[config.mk]
export PLATFORM = sky130hd
export DESIGN_NAME = data_access_unit
export DESIGN_NICKNAME = d
export VERILOG_FILES = /design/src/rtl/data_access_pkg.sv /design/src/rtl/data_access_unit_bus_timeout_ctr.sv /design/src/rtl/data_access_unit.sv
export SDC_FILE = /design/constraint.sdc
export NUM_CORES = 1
export LEC_CHECK = 0
export BUFFER_PORTS_ARGS = -buffer_cell sky130_fd_sc_hd__buf_2
export CORE_MARGIN = 2
export CORE_UTILIZATION = 35
export DETAILED_ROUTE_END_ITERATION = 8
export HOLD_SLACK_MARGIN = 0.05
export SLEW_MARGIN = 20
export SYNTH_ARGS = -nofsm -noshare
export SYNTH_HDL_FRONTEND = slang
export SYNTH_HIERARCHICAL = 1
export SYNTH_SLANG_ARGS = --single-unit
[constraint.sdc]
create_clock -name Clock -period 2.5 [get_ports Clock]
set_clock_uncertainty 0.2 [all_clocks]
set_input_delay 0.375 -clock Clock [delete_from_list [all_inputs] [get_ports Clock]]
set_output_delay 0.375 -clock Clock [all_outputs]
set_load 0.01 [all_outputs]
[src/rtl/data_access_pkg.sv]
// Shared definitions for the pipeline data-bus master and the bus decoder.
package data_access_pkg;

  // Access sequencer states.
  typedef enum logic [1:0] {
    S_IDLE    = 2'd0,
    S_ACCESS  = 2'd1,
    S_RECOVER = 2'd2
  } state_e;

  // Load data returned when an access is abandoned by the bus timeout.
  localparam logic [15:0] ERR_DATA = 16'hDEAD;

  // Device-select nibble (address bits [15:12]), decoded by avalon_bus.
  localparam logic [3:0] DEV_MEM    = 4'h0;
  localparam logic [3:0] DEV_ONCHIP = 4'h1;
  localparam logic [3:0] DEV_IO     = 4'h2;

endpackage

[src/rtl/data_access_unit_bus_timeout_ctr.sv]
// Access watchdog for data_access_unit; only built with BUS_TIMEOUT_EN.
// expired is registered and is high during the LIMIT-th enabled cycle
// after clear, so the FSM can abort on the edge ending that cycle.
`ifdef BUS_TIMEOUT_EN
module bus_timeout_ctr #(
  parameter int unsigned LIMIT = 255
) (
  input  logic Clock,
  input  logic Reset,
  input  logic clear,
  input  logic enable,
  output logic expired
);

  localparam int unsigned CNT_W = (LIMIT > 255) ? $clog2(LIMIT + 1) : 8;

  logic [CNT_W-1:0] count_q;
  logic [CNT_W-1:0] count_inc_c;

  assign count_inc_c = count_q + CNT_W'(1);

  // Count stalled ACCESS cycles; LIMIT = 0 never expires.
  always_ff @(posedge Clock or posedge Reset) begin
    if (Reset) begin
      count_q <= '0;
      expired <= 1'b0;
    end else if (clear) begin
      count_q <= '0;
      expired <= (LIMIT == 1);
    end else if (enable) begin
      count_q <= count_inc_c;
      expired <= (LIMIT != 0) && (count_inc_c == CNT_W'(LIMIT - 1));
    end
  end

endmodule
`endif

[src/rtl/data_access_unit.sv]
// Pipeline-side data bus master: one load/store at a time, strobes held
// until bus_done, one-cycle response pulse, then a mandatory idle cycle.
// Optional BUS_TIMEOUT_EN adds an access watchdog (resp_err, ERR_DATA).
module data_access_unit
  import data_access_pkg::*;
#(
  parameter int unsigned ADDR_W         = 16,
  parameter int unsigned DATA_W         = 16,
  parameter int unsigned RD_W           = 3,
  parameter int unsigned TIMEOUT_CYCLES = 255
) (
  input  logic              Clock,
  input  logic              Reset,
  input  logic              req_valid,
  output logic              req_ready,
  input  logic              req_write,
  input  logic [ADDR_W-1:0] req_addr,
  input  logic [DATA_W-1:0] req_wdata,
  input  logic [RD_W-1:0]   req_rd,
  output logic              resp_valid,
  output logic              resp_write,
  output logic [DATA_W-1:0] resp_data,
  output logic [RD_W-1:0]   resp_rd,
  output logic              resp_err,
  output logic              bus_read,
  output logic              bus_write,
  output logic [ADDR_W-1:0] bus_addr,
  output logic [DATA_W-1:0] bus_wdata,
  input  logic [DATA_W-1:0] bus_rdata,
  input  logic              bus_done
);

  localparam logic [1:0] ST_IDLE    = 2'(S_IDLE);
  localparam logic [1:0] ST_ACCESS  = 2'(S_ACCESS);
  localparam logic [1:0] ST_RECOVER = 2'(S_RECOVER);

  logic [1:0]        state_q, state_d;
  logic              wr_q, wr_d;
  logic [RD_W-1:0]   rd_q, rd_d;
  logic              req_ready_d;
  logic              bus_read_d, bus_write_d;
  logic [ADDR_W-1:0] bus_addr_d;
  logic [DATA_W-1:0] bus_wdata_d;
  logic              resp_valid_d, resp_write_d, resp_err_d;
  logic [DATA_W-1:0] resp_data_d;
  logic [RD_W-1:0]   resp_rd_d;
  logic              timeout_c;

`ifdef BUS_TIMEOUT_EN
  logic tmo_clear_c;
  logic tmo_enable_c;

  // Watchdog restarts on acceptance and advances on every stalled ACCESS cycle.
  assign tmo_clear_c  = (state_q == ST_IDLE) && req_valid;
  assign tmo_enable_c = (state_q == ST_ACCESS) && !bus_done;

  bus_timeout_ctr #(
    .LIMIT (TIMEOUT_CYCLES)
  ) u_timeout (
    .Clock   (Clock),
    .Reset   (Reset),
    .clear   (tmo_clear_c),
    .enable  (tmo_enable_c),
    .expired (timeout_c)
  );
`else
  assign timeout_c = 1'b0;
`endif

  // Next state and next values of every registered output.
  always_comb begin
    state_d      = state_q;
    wr_d         = wr_q;
    rd_d         = rd_q;
    req_ready_d  = req_ready;
    bus_read_d   = bus_read;
    bus_write_d  = bus_write;
    bus_addr_d   = bus_addr;
    bus_wdata_d  = bus_wdata;
    resp_valid_d = 1'b0;
    resp_write_d = resp_write;
    resp_data_d  = resp_data;
    resp_rd_d    = resp_rd;
    resp_err_d   = resp_err;

    case (state_q)
      ST_IDLE: begin
        if (req_valid) begin
          state_d     = ST_ACCESS;
          wr_d        = req_write;
          rd_d        = req_rd;
          bus_addr_d  = req_addr;
          bus_wdata_d = req_wdata;
          bus_read_d  = !req_write;
          bus_write_d = req_write;
          req_ready_d = 1'b0;
        end
      end
      ST_ACCESS: begin
        // bus_done wins over a simultaneous timeout.
        if (bus_done || timeout_c) begin
          state_d      = ST_RECOVER;
          bus_read_d   = 1'b0;
          bus_write_d  = 1'b0;
          resp_valid_d = 1'b1;
          resp_write_d = wr_q;
          resp_rd_d    = rd_q;
          resp_err_d   = !bus_done;
          if (!bus_done)
            resp_data_d = DATA_W'(ERR_DATA);
          else if (wr_q)
            resp_data_d = '0;
          else
            resp_data_d = bus_rdata;
        end
      end
      ST_RECOVER: begin
        state_d     = ST_IDLE;
        req_ready_d = 1'b1;
      end
      default: begin
        state_d     = ST_IDLE;
        req_ready_d = 1'b1;
        bus_read_d  = 1'b0;
        bus_write_d = 1'b0;
      end
    endcase
  end

  // State and output registers; reset drops the strobes immediately.
  always_ff @(posedge Clock or posedge Reset) begin
    if (Reset) begin
      state_q    <= ST_IDLE;
      wr_q       <= 1'b0;
      rd_q       <= '0;
      req_ready  <= 1'b1;
      bus_read   <= 1'b0;
      bus_write  <= 1'b0;
      bus_addr   <= '0;
      bus_wdata  <= '0;
      resp_valid <= 1'b0;
      resp_write <= 1'b0;
      resp_data  <= '0;
      resp_rd    <= '0;
      resp_err   <= 1'b0;
    end else begin
      state_q    <= state_d;
      wr_q       <= wr_d;
      rd_q       <= rd_d;
      req_ready  <= req_ready_d;
      bus_read   <= bus_read_d;
      bus_write  <= bus_write_d;
      bus_addr   <= bus_addr_d;
      bus_wdata  <= bus_wdata_d;
      resp_valid <= resp_valid_d;
      resp_write <= resp_write_d;
      resp_data  <= resp_data_d;
      resp_rd    <= resp_rd_d;
      resp_err   <= resp_err_d;
    end
  end

endmodule
==> Word-level counts from Yosys, hierarchy flattened <==
Cells that the tools add are included.
{ "word_totals": {"output_inout_bits": 57, "wordCells": 40, "regBits": 63, "latchBits": 0, "ram_bits": 0, "n_memories": 0, "romBits": 0} }
{ "op_classes": {"n_eq_ne": 4, "bitwise_logic": 2, "n_addsub": 0, "muxes": 13, "n_lt_le_gt_ge": 0, "mul": 0, "n_reduce_logical": 8, "div_mod_pow": 0, "shifts": 0} }
{ "op_table": {"columns": ["op", "count"], "rows": [
  ["2-to-1 mux 16 bit", 1],
  ["AND reduction 2 bit", 4],
  ["2-to-1 mux 1 bit", 6],
  ["case mux 1 bit (3 select lines)", 2],
  ["2-to-1 mux 2 bit", 2],
  ["inequality test 2 bit, second input constant", 2],
  ["case mux 2 bit (2 select lines)", 1],
  ["AND reduction 3 bit", 1],
  ["equality test 2 x 1 -> 1 bit, second input constant", 1],
  ["equality test 2 bit, second input constant", 1],
  ["zero test 1 bit", 2],
  ["zero test 2 bit", 1],
  ["NOT 1 bit", 2],
  ["case mux 1 bit (2 select lines)", 1]
]} }

==> Depth between registers and ports, before layout <==
Gate-level depths: netlist of the first run.
{ "depth": {"depth_word": 3, "depth_mapped": 6, "depth_no_buf": 3} }

==> Least setup slack after synthesis of the first run <==
OpenSTA, ideal clock, no wires.
{ "synth_path": {"kind": "reg-to-reg", "start": "register state_q[0]", "end": "register bus_addr[10]", "required_time_ns": 2.175, "setup_ns": 0.125, "path_slack_ns": 0.965, "n_path_buf": 1, "stages_incl_launch_ff": 5, "arrival_ns": 1.210, "path_cell_list": "dfrtp_1 nand2b_4 nor2_8 buf_6 mux2_2"} }
{ "synth_between": {"elab_chain_cells": 2} }
{ "synth_rtl": {"columns": ["element", "line_no", "rtl"], "rows": [
  ["start, declared", "data_access_unit.sv:37", "logic [1:0] state_q, state_d;"],
  ["start signal, assigned", "data_access_unit.sv:147", "state_q <= state_d;"],
  ["zero test 2 bit", "data_access_unit.sv:86", "case (state_q)"],
  ["AND reduction 2 bit (no line)", null, null],
  ["end signal, assigned", "data_access_unit.sv:153", "bus_addr <= bus_addr_d;"],
  ["end, declared", "data_access_unit.sv:27", "output logic [ADDR_W-1:0] bus_addr,"]
]} }
No other way between the ends.
A chain may end at the register's enable or synchronous reset.

==> Worst setup path after layout of the first run <==
{ "layout_path": {"start": "register state_q[0]", "end": "register bus_addr[9]"} }
Same word-level chain as after synthesis.

==> results of run 1 <==
metrics by stage:
step                      hold WS (ps)  instances  power (mW)  setup WS, ps  utilization (%)
after floorplan                    277        178        2.38           357                -
after detailed placement           219        380        2.91           661             45.9
final                             70.7        403        3.95           673             50.5
after CTS                         50.9        402        4.02           659             50.4
after global placement             216        380        2.88           687             45.9
after global routing              50.8        403        4.22           581             50.5
worst max path at each step:
| stage | cells after the start | start | slack [ps] | end |
|---|---|---|---|---|
| 6_report | 3 | state_q[0] | 670 | bus_addr[9] |
| 4_1_cts | 3 | state_q[0] | 660 | rd_q[2] |
| 5_1_grt | 3 | state_q[0] | 580 | bus_addr[3] |
| 2_1_floorplan | 1 | Reset | 360 | bus_addr[0] |
| 3_3_place_gp | 3 | state_q[0] | 690 | bus_wdata[7] |
| 3_5_place_dp | 3 | state_q[0] | 660 | rd_q[2] |
state kept, by name (all words and copies together), names as in the netlist, 2 cells and up:
name and flops:
resp_rd 3, bus_addr 16, state_q 2, bus_wdata 16
resp_data 16, rd_q 3
power breakdown:
part           internal [mW]  switching [mW]
registers               1.43           0.230
logic                  0.634           0.575
clock network          0.686           0.392
metal layers:
| layer | wire, µm | share of wire, % |
|---|---|---|
| met4 | 68 | 1.3 |
| met5 | 0 | 0 |
| met2 | 2550 | 49 |
| met3 | 351 | 6.8 |
| met1 | 2180 | 42 |
cell families (layout without fill, tap and decap cells):
family	Yosys count	after routing	synth area share [%]
AND/OR/NAND/NOR	43	43	10.2
flip-flops	63	63	63.9
multiplexers	40	40	18.2
AO/OA/AOI/OAI	20	20	4.46
buffers and inverters	12	141	3.24
layout make-up:
class                   instances  share of cell area [%]
clock buffers                  10                    4.01
clock inverters                 6                    3.14
inverters                       3                   0.328
multi-input cells             103                    23.7
flip-flops and latches         63                    46.0
well taps                      96                    3.50
repair buffers                122                    19.4
repair_timing:
action,CTS,global route
endpoints found under the setup margin,0,0
hold buffers,6,1
hold endpoints to repair,25,1
cell usage in the layout, fill, tap and decap left out, types with 2 or more instances in the layout:
cell / Yosys / layout
a211o_1: 2 / 2
buf_2: 1 / 112
buf_4: 1 / 2
bufinv_16: 0 / 3
clkbuf_8: 0 / 10
clkinv_2: 0 / 2
dfrtp_1: 62 / 62
dlygate4sd3_1: 0 / 7
inv_1: 3 / 2
mux2_1: 2 / 2
mux2_2: 38 / 38
nand2_1: 16 / 16
nand2b_1: 17 / 17
nor3b_1: 3 / 3
o21ai_0: 16 / 16
==> flow_metrics.env, run 1 <==
export IMPL_synth_cell_types=23
export IMPL_async_flop_share_pct=100
export IMPL_fillCellCount=632
export IMPL_synth_net_count=234
export IMPL_endpoint_kind="flip-flop"
export IMPL_cellPowerDensity_nw_per_um2=1150
export IMPL_dp_hpwl_um=3520
export IMPL_firstDrtPassIters=4
export IMPL_worst_r2r_cell_count=3
export IMPL_worstMarginPinSlew_ps=613
export IMPL_yosysWarnings=6
export IMPL_cap_violations=0
export IMPL_cp_max_fo=37
export IMPL_fin_crit_ps=1830
export IMPL_wl_um=5150
export IMPL_synth_top_area_share_pct=62.8
export IMPL_grt_pass1_vias=1676
export IMPL_nets=358
export IMPL_synth_edf_count=0
export IMPL_clk_pin_slew_worst_paths_ps=70
export IMPL_grt_max_degree=44
export IMPL_irDropWorstVdd_mv=0.517
export IMPL_setup_viol=0
export IMPL_antenna_left=0
export IMPL_root_buffer="clkbuf_8"
export IMPL_crit_chain="nand2b_4 > nor2_8 > mux2_2"
export IMPL_ctsResizeCount=0
export IMPL_synth_most_common_cell="dfrtp_1"
export IMPL_holdPathEnd="bus_wdata[6]"
export IMPL_fin_crit_sh_pct=73.1
export IMPL_area_growth_pct=39.0
export IMPL_min_path_cells=2
export IMPL_synth_seq_area_share_pct=63.9
export IMPL_cts_tree="yes"
export IMPL_antenna_found_initial=0
export IMPL_hold_class="in2reg"
export IMPL_clk_latency_ps=330
export IMPL_routabilityCongestion=0.649
export IMPL_synth_top_area_cell="dfrtp_1"
export IMPL_final_setup_tns_ps=0
export IMPL_drc=0
export IMPL_ys_ff_latch=63
export IMPL_outcome="completed"
export IMPL_io_pins=113
export IMPL_max_freq_ghz=0.547
export IMPL_required_ps=2520
export IMPL_slowest_delay_ps=470
export IMPL_critPathTopFamily="simple AND/OR/NAND/NOR gates"
export IMPL_via_count=1758
export IMPL_grt_overflow=0
export IMPL_first_iter_violations=45
export IMPL_drive_gt1_share_pct=56.4
export IMPL_syn_avg_cell_area_um2=13.9
export IMPL_fin_area_um2=3430
export IMPL_gr_max_usage_layer="met2"
export IMPL_dieWidth_um=88.0
export IMPL_n_antenna_cell=0
export IMPL_rrSetupSlack_ps=670
export IMPL_ys_flop_type="dfrtp_1"
export IMPL_portBuffers=112
export IMPL_start_kind="flip-flop"
export IMPL_critPathArrivalTime_ps=1840
export IMPL_detail_route_vias_per_cell=4.36
export IMPL_hold_violations=0
export IMPL_synthTopCellsByArea="dfrtp_1 (63%), mux2_2 (17%), nand2b_1 (4.3%)"
export IMPL_worstHoldStart="req_wdata[6]"
export IMPL_rows=30
export IMPL_gr_usage_met1_pct=16.6
export IMPL_syn_inst=178
export IMPL_syn_area_um2=2470
export IMPL_multi_input_area_um2=812
export IMPL_grtUsageTotal_pct=13.6
export IMPL_cp_buffers_inverters=0
export IMPL_timing_rr_end="bus_addr[9]"
export IMPL_netlist_top_cells_count="dfrtp_1 (62), mux2_2 (38), nand2b_1 (17)"
export IMPL_core_um2=6790
export IMPL_die_y_um=88.0
export IMPL_cts_sinks=63
export IMPL_clock_path_buffers=2
export IMPL_drv_slew=0
export IMPL_grt_pass1_wl_um=8050
export IMPL_rsz0062_at_grt="no"
export IMPL_reg2reg_from="state_q[0]"
export IMPL_critPathKind="reg2reg"
export IMPL_die_area_um2=7740
export IMPL_cts_setup_buffers=0
export IMPL_relSlewSlack_pct=59.1
export IMPL_cellLeakagePower_nw=1.72
export IMPL_grt_use_met3_pct=6.13
export IMPL_dpl_cell_area_um2=3120
export IMPL_seqCellArea_um2=1580
export IMPL_slowest_stage="nor2_8"
export IMPL_cts_htree_levels=3
export IMPL_numCtsBuffers=9
export IMPL_routedWlPerCell_um=12.8
export IMPL_start_util_pct=36.4
export IMPL_met2_usage_pct=22.0
Power figures use the tool's default switching activity.
==> run 2, diff against run 1 <==
ABC_AREA = 1   (was not set)
PLACE_DENSITY = 0.65   (was not set)
clock period = 1.57 ns   (was 2.5 ns; I/O delays follow)
==> run 2 against run 1 <==
Effect of this change:
- via count is 29% higher
- design area increased by 12%
- maximum frequency up 29%
- first-iteration DRC count rose by 84%
- sequential power up 60%
- routed wire length rose by 20%
- non-clock buffer count increased by 50
- critical endpoint is now bus_write
- largest cell class unchanged
- largest power group unchanged
- highest routed layer unchanged
==> flow_metrics.env, run 2 <==
export IMPL_synth_top_area_share_pct=63.0
export IMPL_synth_cell_types=18
export IMPL_mostFrequentLayoutCells="nand2_1 (154), buf_2 (112), dfrtp_1 (62), dlygate4sd3_1 (55), o21ai_0 (12)"
export IMPL_drive_gt1_share_pct=32.8
export IMPL_syn_area_um2=2460
export IMPL_cpMostUsedCell="nand2_1"
export IMPL_ctsResizeCount=0
export IMPL_cts_tree="yes"
export IMPL_ys_flop_type="dfrtp_1"
export IMPL_slowest_stage="dfrtp_1"
export IMPL_cts_htree_levels=3
export IMPL_antenna_found_initial=0
export IMPL_cellPowerDensity_nw_per_um2=1610
export IMPL_final_setup_tns_ps=0
export IMPL_async_flop_share_pct=100
export IMPL_ys_ff_latch=63
export IMPL_drv_slew=0
export IMPL_final_common_cell="nand2_1"
export IMPL_hold_class="reg2reg"
export IMPL_slowest_delay_ps=430
export IMPL_outcome="completed"
export IMPL_syn_inst=266
export IMPL_clk_latency_ps=320
export IMPL_grt_max_degree=64
export IMPL_required_ps=1640
export IMPL_routabilityCongestion=0.722
export IMPL_cp_buffers_inverters=1
export IMPL_largestRegisters="bus_addr x16, bus_wdata x16, resp_data x16"
export IMPL_crit_chain="nor2_2 > nand2_4 > inv_4 > nand2_1 > nand2_1"
export IMPL_dpl_cell_area_um2=3100
export IMPL_hold_violations=0
export IMPL_detail_route_vias_per_cell=4.21
export IMPL_cellLeakagePower_nw=2.14
export IMPL_synth_seq_area_share_pct=64.1
export IMPL_via_count=2265
export IMPL_relSlewSlack_pct=64.9
export IMPL_clk_pin_slew_worst_paths_ps=70
export IMPL_io_pins=113
export IMPL_endpoint_kind="flip-flop"
export IMPL_root_buffer="clkbuf_8"
export IMPL_cap_violations=0
export IMPL_clock_path_buffers=2
export IMPL_layoutNonFillerInstCount=538
export IMPL_netlist_top_cells_count="nand2_1 (154), dfrtp_1 (62), o21ai_0 (12)"
export IMPL_synth_most_common_cell="nand2_1"
export IMPL_yosysWarnings=6
export IMPL_drc=0
export IMPL_area_growth_pct=56.2
export IMPL_die_y_um=87.9
export IMPL_dieWidth_um=87.9
export IMPL_dp_slack_ps=158
export IMPL_first_iter_violations=83
export IMPL_rrSetupSlack_ps=160
export IMPL_critPathArrivalTime_ps=1480
export IMPL_routedWlPerCell_um=11.4
export IMPL_syn_avg_cell_area_um2=9.26
export IMPL_n_antenna_cell=0
export IMPL_antenna_left=0
export IMPL_irDropWorstVdd_mv=0.569
export IMPL_p_seq_share_pct=43.0
export IMPL_fin_area_um2=3850
export IMPL_dp_hpwl_um=3750
export IMPL_fillCellCount=623
export IMPL_synth_net_count=322
export IMPL_start_kind="flip-flop"
export IMPL_worstMarginPinSlew_ps=523
export IMPL_setup_viol=0
export IMPL_critPathKind="reg2reg"
export IMPL_cp_max_fo=37
export IMPL_synth_top_area_cell="dfrtp_1"
export IMPL_synth_edf_count=0
export IMPL_grt_pass1_vias=2210
export IMPL_numCtsBuffers=9
export IMPL_power_clock_fraction_pct=22.4
export IMPL_die_area_um2=7720
export IMPL_share_comb_of_total_power_pct=34.6
export IMPL_core_um2=6790
export IMPL_wl_um=6150
export IMPL_grt_pass1_wl_um=9890
export IMPL_p_sw_share_pct=35.5
export IMPL_p_sw_mw=2.20
export IMPL_cts_sinks=63
export IMPL_synthTopCellsByArea="dfrtp_1 (63%), nand2_1 (23%), buf_6 (2.7%)"
export IMPL_fin_crit_sh_pct=90.0
export IMPL_start_util_pct=36.2
export IMPL_nets=493
export IMPL_dp_cells=467
export IMPL_max_freq_ghz=0.707
export IMPL_fin_util_pct=56.6
export IMPL_critPathTopFamily="simple AND/OR/NAND/NOR gates"
export IMPL_rsz0062_at_grt="no"
export IMPL_rows=30
export IMPL_firstDrtPassIters=4
export IMPL_grt_overflow=0
export IMPL_fin_crit_ps=1410
export IMPL_setup_slack_ps=156
export IMPL_p_int_mw=3.99
export IMPL_portBuffers=112
export IMPL_grtUsageTotal_pct=16.6
[run 2: changes by cell type after synthesis, moves of 3 or more]
cell      previous run  this run
nor2_1               1         4
inv_1                3         7
mux2_2              38         0
o21ai_0             16        12
buf_2                1         4
nand2_1             16       154
nand2b_1            17         0
o21ai_2              0         6
nor3b_1              3         0
[run 2: cell families (layout without fill, tap and decap cells)]
kind of cell           after synthesis  after routing  share of synthesized area [%]
DFF                                 63             63                           64.1
AOI/OAI and AO/OA                   18             18                           4.57
buffers and inverters               21            197                           5.49
and+or+nand+nor                    164            164                           25.9
[run 2: final cells by class]
cell class	instances	area [µm²]	area share, %
clock buffers	10	138	3.58
clock inverters	6	60.1	1.56
inverters	9	40.0	1.04
multi-input cells	182	749	19.5
flip-flops and latches	63	1580	41.0
well taps	96	120	3.12
repair buffers	172	1160	30.2
[run 2: final timing paths]
kind,startpoint,end,cells after the start
setup / recovery,state_q[0],bus_write,5
hold / removal,bus_addr[13],bus_addr[13],2
setup reg to reg,state_q[0],bus_write,5
hold reg to reg,bus_addr[13],bus_addr[13],2
max in group asynchronous,Reset,req_ready,4
min in group asynchronous,Reset,bus_addr[15],4
[run 2: power groups by stage]
| stage | Sequential, mW | Clock, mW | Combinational, mW |
|---|---|---|---|
| 5_1_grt | 2.74 | 1.50 | 2.43 |
| 3_3_place_gp | 2.66 | 0 | 2.02 |
| 2_1_floorplan | 2.97 | 0 | 0.903 |
| 3_5_place_dp | 2.67 | 0 | 2.06 |
| 6_report | 2.66 | 1.38 | 2.14 |
| 4_1_cts | 2.66 | 1.43 | 2.16 |
[run 2: stage by stage]
stage	hold WS, ps	power [mW]
floorplan	145	3.87
global placement	153	4.68
detailed placement	152	4.73
CTS	279	6.25
global route	298	6.67
finish	272	6.18
[run 2: timing repair]
item | in CTS | in global routing
buffers inserted | 0 | 0
hold buffers | 55 | 0
hold endpoints to repair | 118 | 0
setup endpoints to repair | 0 | 0
[run 2: metal layers]
layer | global-route usage, % | vias up | routed length [µm]
li1 | - | 1152 | -
met1 | 20.0 | 1025 | 2660
met3 | 3.77 | 10 | 414
met2 | 27.6 | 78 | 2960
met4 | 8.67 | 0 | 115
met5 | 0 | - | 0
[run 2: tightest hold or removal path, cell delays in order (launching register included)]
cell,delay (ps)
dfrtp_1,340
nand2_1,50
nand2_1,60
==> run 3, diff against run 2 <==
PLACE_DENSITY = not set   (was 0.65)
clock period = 1.7 ns   (was 1.57 ns; I/O delays follow)
==> run 3 against run 2 <==
Effect of this change:
- clock power decreased by 18%
- sequential share of layout area up 0.15 points
- non-clock buffer count shrank 1
- design area fell by 0.36%
- critical path depth increased by 1
- critical path type is now in2reg
- largest power group unchanged
==> flow_metrics.env, run 3 (synthesized netlist as in run 2, its figures left out) <==
export IMPL_start_kind="input pin"
export IMPL_detail_route_vias_per_cell=4.20
export IMPL_die_area_um2=7720
export IMPL_dp_hpwl_um=3910
export IMPL_fin_crit_ps=1570
export IMPL_die_y_um=87.9
export IMPL_fin_area_um2=3830
export IMPL_fillCellCount=628
export IMPL_dpl_cell_area_um2=3100
export IMPL_drc=0
export IMPL_cts_sinks=63
export IMPL_grt_max_degree=47
export IMPL_grt_overflow=0
export IMPL_cap_violations=0
export IMPL_mostFrequentLayoutCells="nand2_1 (154), buf_2 (112), dfrtp_1 (62), dlygate4sd3_1 (55), o21ai_0 (12)"
export IMPL_hold_violations=0
export IMPL_numCtsBuffers=9
export IMPL_grt_pass1_wl_um=9870
export IMPL_nets=492
export IMPL_final_setup_tns_ps=0
export IMPL_first_iter_violations=83
export IMPL_dp_cells=466
export IMPL_cellPowerDensity_nw_per_um2=1460
export IMPL_final_common_cell="nand2_1"
export IMPL_clk_pin_slew_worst_paths_ps=60
export IMPL_cellLeakagePower_nw=2.14
export IMPL_grt_pass1_vias=2144
export IMPL_cts_tree="yes"
export IMPL_cts_htree_levels=3
export IMPL_area_growth_pct=55.6
export IMPL_start_util_pct=36.2
export IMPL_rows=30
export IMPL_clk_latency_ps=320
export IMPL_layoutNonFillerInstCount=537
export IMPL_cp_max_fo=21
export IMPL_relSlewSlack_pct=67.8
export IMPL_p_total_mw=5.58
export IMPL_via_count=2258
export IMPL_fin_util_pct=56.4
export IMPL_irDropWorstVdd_mv=0.705
export IMPL_drv_slew=0
export IMPL_portBuffers=112
export IMPL_setup_slack_ps=126
export IMPL_largestRegisters="bus_addr x16, bus_wdata x16, resp_data x16"
export IMPL_dp_slack_ps=114
export IMPL_worstMarginPinSlew_ps=480
export IMPL_clock_path_buffers=2
export IMPL_max_freq_ghz=0.635
export IMPL_critPathKind="in2reg"
export IMPL_io_pins=113
export IMPL_multi_input_area_um2=749
export IMPL_whs_ps=266
export IMPL_required_ps=1760
export IMPL_rsz0062_at_grt="no"
export IMPL_hold_class="reg2reg"
export IMPL_routedWlPerCell_um=11.5
export IMPL_root_buffer="clkbuf_8"
export IMPL_firstDrtPassIters=4
export IMPL_critPathArrivalTime_ps=1630
export IMPL_grtUsageTotal_pct=16.4
export IMPL_outcome="completed"
export IMPL_n_antenna_cell=0
export IMPL_setup_viol=0
export IMPL_drive_gt1_share_pct=32.2
export IMPL_antenna_left=0
export IMPL_core_um2=6790
export IMPL_antenna_found_initial=0
export IMPL_seqCellArea_um2=1580
export IMPL_fin_crit_sh_pct=92.6
export IMPL_routabilityCongestion=0.700
export IMPL_endpoint_kind="flip-flop"
export IMPL_wl_um=6160
export IMPL_dieWidth_um=87.9
## run 3: power by group
part	switching, mW	internal (mW)	leakage (nW)
logic	1.13	0.849	1.26
registers	0.341	2.13	0.790
clock network	0.525	0.605	0.0894
## run 3: repair_timing
item	4_1_cts	5_1_grt
setup buffers	0	0
endpoints found under the hold margin	117	0
hold buffers	55	0
setup endpoints to repair	0	1
resized for setup	0	1
## run 3: critical path, cell delays in order
cell	delay (ps)
dlygate4sd3_1	540
buf_2	150
nand2_4	210
buf_4	300
nand2_1	100
nand2_1	70
## run 3: final timing paths
path                                 start       endpoint  slack [ps]  depth (start not counted)
worst max-delay path             req_valid        rd_q[0]         130                          6
max in group asynchronous            Reset      req_ready         670                          4
worst max register to register  state_q[0]  bus_wdata[13]         210                          5
worst min register to register     rd_q[0]     resp_rd[0]         270                          2
min in group asynchronous            Reset   bus_wdata[8]         350                          4
worst min-delay path               rd_q[0]     resp_rd[0]         270                          2
## run 3: area by class of cell
| cell class | count | area share (%) |
|---|---|---|
| inverter | 9 | 1.11 |
| clock buffer | 13 | 4.15 |
| clock inverter | 3 | 0.457 |
| sequential | 63 | 41.2 |
| timing repair buffer | 171 | 30.4 |
| tap | 96 | 3.13 |
| multi-input combinational | 182 | 19.6 |
## run 3: metal layers
layer  share of wire [%]  vias up  track usage, %
li1                    -     1152               -
met1                  46     1031            20.9
met2                  48       72            27.8
met3                 5.9        3            3.96
met4                0.45        0            5.03
met5                   0        -               0
